## config.mk

```make
export PLATFORM = sky130hd
export DESIGN_NAME = rv32i_wb_queue
export DESIGN_NICKNAME = d
export VERILOG_FILES = /design/src/rtl/rv32i_wb_queue.sv
export SDC_FILE = /design/constraint.sdc
export NUM_CORES = 1
export LEC_CHECK = 0
export CORE_AREA = 2 2 158 160
export DETAILED_ROUTE_END_ITERATION = 8
export DIE_AREA = 0 0 160 162
export PLACE_DENSITY = 0.47
export SYNTH_ARGS = -nofsm -noshare
export SYNTH_HDL_FRONTEND = slang
export SYNTH_SLANG_ARGS = --single-unit
```

## constraint.sdc

```tcl
create_clock -name clk -period 2.67 [get_ports clk]
set_input_delay 0.4005 -clock clk [delete_from_list [all_inputs] [get_ports clk]]
set_output_delay 0.4005 -clock clk [all_outputs]
set_load 0.03 [all_outputs]
```

## src/rtl/rv32i_wb_queue.sv

```systemverilog
// RV32I writeback stage: source select, load align/extend, and a small write queue
// draining into the register file, with youngest-first forwarding over pending writes.
module rv32i_wb_queue #(
  parameter int                NSRC      = 3,
  parameter int                DEPTH     = 2,
  parameter logic [NSRC-1:0]   LOAD_MASK = NSRC'(3'b011),
  parameter int                SELW      = (NSRC > 1) ? $clog2(NSRC) : 1
) (
  input  logic                       clk,
  input  logic                       reset,
  input  logic                       in_valid,
  output logic                       in_ready,
  input  logic                       wb_en_in,
  input  logic [4:0]                 wb_reg_in,
  input  logic [2:0]                 funct3_in,
  input  logic [1:0]                 addr_lo_in,
  input  logic [SELW-1:0]            src_sel_in,
  input  logic [NSRC*32-1:0]         src_data_in,
  output logic                       rf_we,
  output logic [4:0]                 rf_waddr,
  output logic [31:0]                rf_wdata,
  input  logic                       rf_ready,
  input  logic [4:0]                 df_query_reg,
  output logic                       df_hit,
  output logic [31:0]                df_data,
  output logic [$clog2(DEPTH):0]     occupancy
);
  localparam int PTRW = (DEPTH > 1) ? $clog2(DEPTH) : 1;
  localparam int OCCW = $clog2(DEPTH) + 1;

  function automatic logic [31:0] align(input logic [31:0] d, input logic [2:0] f3,
                                        input logic [1:0] alo);
    logic [7:0]  b;
    logic [15:0] h;
    b = d[{alo, 3'b000} +: 8];
    h = alo[1] ? d[31:16] : d[15:0];
    case (f3)
      3'b000:  return {{24{b[7]}}, b};
      3'b100:  return {24'd0, b};
      3'b001:  return {{16{h[15]}}, h};
      3'b101:  return {16'd0, h};
      default: return d;
    endcase
  endfunction

  logic [31:0]     src_val [NSRC];
  logic [31:0]     sel_data;
  logic [4:0]      wreg_q  [DEPTH];
  logic [31:0]     wdata_q [DEPTH];
  logic [PTRW-1:0] head_q, head_d, tail_q, tail_d;
  logic [OCCW-1:0] occ_q, occ_d;
  logic            accept, push, pop;
  logic [DEPTH-1:0] fwd_match;
  logic [31:0]     fwd_data [DEPTH];

  for (genvar gi = 0; gi < NSRC; gi++) begin : g_src
    logic [31:0] raw;
    assign raw         = src_data_in[32*gi +: 32];
    assign src_val[gi] = LOAD_MASK[gi] ? align(raw, funct3_in, addr_lo_in) : raw;
  end

  // Out-of-range selects fall through to the ALU source.
  always_comb begin
    sel_data = src_val[NSRC-1];
    for (int i = 0; i < NSRC; i++) begin
      if ({1'b0, src_sel_in} == (SELW+1)'(i)) sel_data = src_val[i];
    end
  end

  assign in_ready = !reset && (occ_q < OCCW'(DEPTH));
  assign accept   = in_valid && in_ready;
  assign push     = accept && wb_en_in && (wb_reg_in != 5'd0);
  assign rf_we    = (occ_q != '0);
  assign pop      = rf_we && rf_ready;
  assign rf_waddr = rf_we ? wreg_q[head_q]  : 5'd0;
  assign rf_wdata = rf_we ? wdata_q[head_q] : 32'd0;
  assign occupancy = occ_q;

  always_comb begin
    head_d = head_q;
    tail_d = tail_q;
    occ_d  = occ_q;
    if (pop)  head_d = head_q + PTRW'(1);
    if (push) tail_d = tail_q + PTRW'(1);
    if (push && !pop)      occ_d = occ_q + OCCW'(1);
    else if (pop && !push) occ_d = occ_q - OCCW'(1);
  end

  always_ff @(posedge clk) begin
    if (reset) begin
      head_q <= '0;
      tail_q <= '0;
      occ_q  <= '0;
    end else begin
      head_q <= head_d;
      tail_q <= tail_d;
      occ_q  <= occ_d;
    end
  end

  always_ff @(posedge clk) begin
    if (push && !reset) begin
      wreg_q[tail_q]  <= wb_reg_in;
      wdata_q[tail_q] <= sel_data;
    end
  end

  // Index gi is age from the head, so higher gi is younger.
  for (genvar gi = 0; gi < DEPTH; gi++) begin : g_fwd
    logic [PTRW-1:0] slot;
    assign slot          = head_q + PTRW'(gi);
    assign fwd_match[gi] = (OCCW'(gi) < occ_q) && (wreg_q[slot] == df_query_reg);
    assign fwd_data[gi]  = wdata_q[slot];
  end

  always_comb begin
    df_hit  = 1'b0;
    df_data = 32'd0;
    if (df_query_reg != 5'd0) begin
      for (int i = 0; i < DEPTH; i++) begin
        if (fwd_match[i]) begin
          df_hit  = 1'b1;
          df_data = fwd_data[i];
        end
      end
    end
  end
endmodule
```

==> results of run 1 <==
## power by group
group | total, uW | internal (uW) | switching, uW | leakage [uW]
Combinational | 2750 | 1170 | 1580 | 0.00250
Clock | 1220 | 739 | 482 | 0.000143
Sequential | 1540 | 1460 | 75.6 | 0.000718
Total | 5510 | 3370 | 2140 | 0.00336
## final cells by class
type / instances / area [um2] / share of cell area, %
inverter: 24 / 90.09 / 1.001
sequential: 79 / 2330 / 25.89
clock buffer: 13 / 281.5 / 3.129
timing repair buffer: 277 / 2853 / 31.71
clock inverter: 3 / 23.77 / 0.2642
tap: 324 / 405.4 / 4.506
multi-input combinational: 468 / 3014 / 33.50
## worst min path at each step
| stage | from | end | slack [ns] | cells after the start |
|---|---|---|---|---|
| 2_1_floorplan | reset | register | 0.47 | 1 |
| 3_3_place_gp | occupancy[0] | occupancy[0] | 0.56 | 2 |
| 3_5_place_dp | occupancy[0] | occupancy[0] | 0.56 | 2 |
| 4_1_cts | occupancy[1] | occupancy[1] | 0.57 | 2 |
| 5_1_grt | occupancy[1] | occupancy[1] | 0.60 | 2 |
| 6_report | occupancy[1] | occupancy[1] | 0.56 | 2 |
## registers in the layout, indices dropped and copies added (netlist names), named ones only
register and flops:
head_q 1, tail_q 1, occupancy 2, wreg_q 10
wdata_q 64
## critical path, cell delays in order, from the launching register on
cell      delay, ns
dfxtp_4        0.41
mux2i_2        0.25
xor2_1         0.18
nand3b_1       0.19
buf_4          0.20
nor3_4         0.23
buf_12         0.19
o21ai_0        0.10
a21oi_1        0.20
buf_4          0.20
## synthesized netlist by cell type (all sizes together) (11+ instances only)
master | n | share of area (%)
edfxtp | 74 | 40
nor2 | 74 | 5.1
o21ai | 67 | 6.1
a21oi | 66 | 6.2
nand2 | 47 | 3.2
clkbuf | 46 | 3.1
mux2i | 46 | 8.4
nand3 | 33 | 3.0
inv | 24 | 1.6
a221o | 15 | 2.7
o22ai | 14 | 1.6
a221oi | 11 | 1.8
o31ai | 11 | 1.5
xor2 | 11 | 1.8
## cells in the final DEF (no fill, tap or decap), types with 9 or more instances in the layout
cell type,instances
a211oi_1,9
a21oi_1,42
a21oi_2,23
a221o_1,15
a221oi_1,11
buf_12,28
buf_4,99
clkbuf_16,10
clkdlybuf4s50_1,142
edfxtp_1,74
inv_1,24
mux2i_1,41
nand2_1,47
nand3_1,33
nor2_1,71
o21ai_0,63
o22ai_1,13
o31ai_1,11
xor2_1,11
## what timing repair did
action	CTS	global route
gates cloned	2	0
resized for setup	13	14
buffers inserted	0	1
endpoints found under the setup margin	52	46
pin swaps	3	6
## cells by family (layout without fill, tap and decap cells)
group	count (synthesis)	count (layout)
AO/OA/AOI/OAI	223	223
AND/OR/NAND/NOR	182	182
flip-flops	79	79
buffers and inverters	79	317
multiplexers	48	48
XOR/XNOR	12	12
adder cells (fa/ha/maj)	3	3
## layer usage
metal,global-route usage [%],part of all wire (%),routed length [um],up-vias
li1,-,-,-,2807
met1,25.37,48,11470,2777
met2,28.69,45,10830,219
met3,2.911,4.9,1188,29
met4,5.692,2.2,533,0
met5,0,0,0,-
## through the flow
stage          area (um2)  setup TNS, ns  power [uW]  hold slack [ns]
2_1_floorplan        5583        -0.9366        3050           0.4696
3_3_place_gp         8544         -10.08        4245           0.5645
3_5_place_dp         8544         -10.54        4250           0.5604
4_1_cts              8946         -7.017        5521           0.5724
5_1_grt              8997         -12.01        5787           0.6023
6_report             8997         -6.151        5506           0.5638
==> flow_metrics.py, run 1 <==
metrics = {
    "outcome": {
        "status": "finished, violations left",
        "violations": "negative setup slack",
    },
    "timing": {
        "max_freq_mhz": 344.1,
        "rsz0062_at_grt": "yes",
        "drv_slew": 0,
        "fin_ws_ns": -0.2359,
        "period_needed_ns": 2.906,
        "finalHoldViolations": 0,
        "fin_crit_sh_pct": 108.8,
        "tightest_slew_ns": 0.5135,
        "setup_viol": 32,
        "finClkSkew_ns": 0.005089,
        "max-slew-margin-rel_pct": 65.68,
    },
    "logic_synthesis": {
        "synthXorXnorAreaFrac_pct": 1.915,
        "yosysWarnings": 0,
        "synth-adder-area-share_pct": 0.6838,
        "synthCells": 626,
        "synthMuxAreaShare_pct": 9.004,
        "synthSimpleGateAreaFrac_pct": 14.57,
        "async_flop_share_pct": 0,
        "synth_top_family_by_area": "compound AO/OA/AOI/OAI gates",
        "ys_seq_area_share_pct": 42.31,
        "synth_seq_cells": 79,
        "synth_compound_area_share_pct": 25.64,
        "synth_edf_count": 74,
        "syn_nets": 747,
        "synthFlopType": "edfxtp_1",
        "syn_area_mm2": 0.005489,
        "yosysUniqueCellTypes": 56,
        "syn-mean-instance-area_um2": 8.768,
    },
    "final_layout": {
        "n_fill_cell": 2520,
        "syn2layout_area_growth_pct": 63.92,
        "antenna_cells": 0,
        "fin_cells": 1188,
        "drive_gt1_share_pct": 22.45,
        "nets": 980,
        "fin_util_pct": 37.32,
    },
    "floorplanning": {
        "start_util_pct": 22.77,
        "die_w_um": 160,
        "die_height_um": 162,
        "die_area_mm2": 0.02592,
        "core_area_mm2": 0.02411,
        "placementRows": 57,
        "boundaryPins": 192,
    },
    "clocking": {
        "ctsHoldBuffers": 0,
        "clockBufferDepth": 2,
        "cts-root-buf": "clkbuf_16",
        "path_clk_slew_ns": 0.06,
        "cts.sinks": 79,
        "htree_levels": 3,
        "clock_latency_ns": 0.34,
        "cts_buffers": 9,
        "cts_tree": "done",
    },
    "global_route": {
        "grt_pass1_wl_um": 35600,
        "antenna_found_initial": 0,
        "grt_pass1_vias": 5828,
        "overflow": 0,
        "gr-usage-all-layers_pct": 18.11,
        "grt_max_degree": 38,
    },
    "place": {
        "gp_congestion": 0.8854,
        "dp_cells": 1169,
        "portBuffers": 191,
        "dp_slack_ns": -0.2845,
        "hpwl_um": 18840,
    },
    "pwr": {
        "peakVddDrop_mv": 0.2517,
        "p_leak_uw": 0.003363,
        "powerDensity_mw_per_mm2": 611.9,
    },
    "setup_path": {
        "end_kind": "output pin",
        "worstPathRequired_ns": 2.27,
        "worst_setup_path_start_kind": "register",
        "rr_startpoint": "occupancy[1]",
        "arrival_ns": 2.51,
        "worst-r2r-setup-slack_ns": 0.82,
        "cp-endpoint": "df_data[7]",
        "criticalPathCategory": "reg2out",
        "r2r_cells": 5,
        "reg2reg_to": "wreg_q[0][2]",
        "path_max_fanout": 22,
        "startpoint": "head_q",
    },
    "route": {
        "vias": 5832,
        "ant_nets": 0,
        "wirelength_um": 24030,
        "drt_iter0_markers": 409,
        "drc_errors": 0,
        "wl_per_cell_um": 20.22,
        "via_per_inst": 4.909,
        "firstDrtPassIters": 5,
    },
    "min_path": {
        "min_path_type": "reg2reg",
    },
    "run": {
        "drv_cap": 0,
    },
}
Note: power is estimated with default switching activity, not from simulation.
==> run 2: changes to the inputs <==
- SLEW_MARGIN: default -> 20
==> results of run 2 <==
No change in the layout: final DEF, timing and power equal those of run 1.
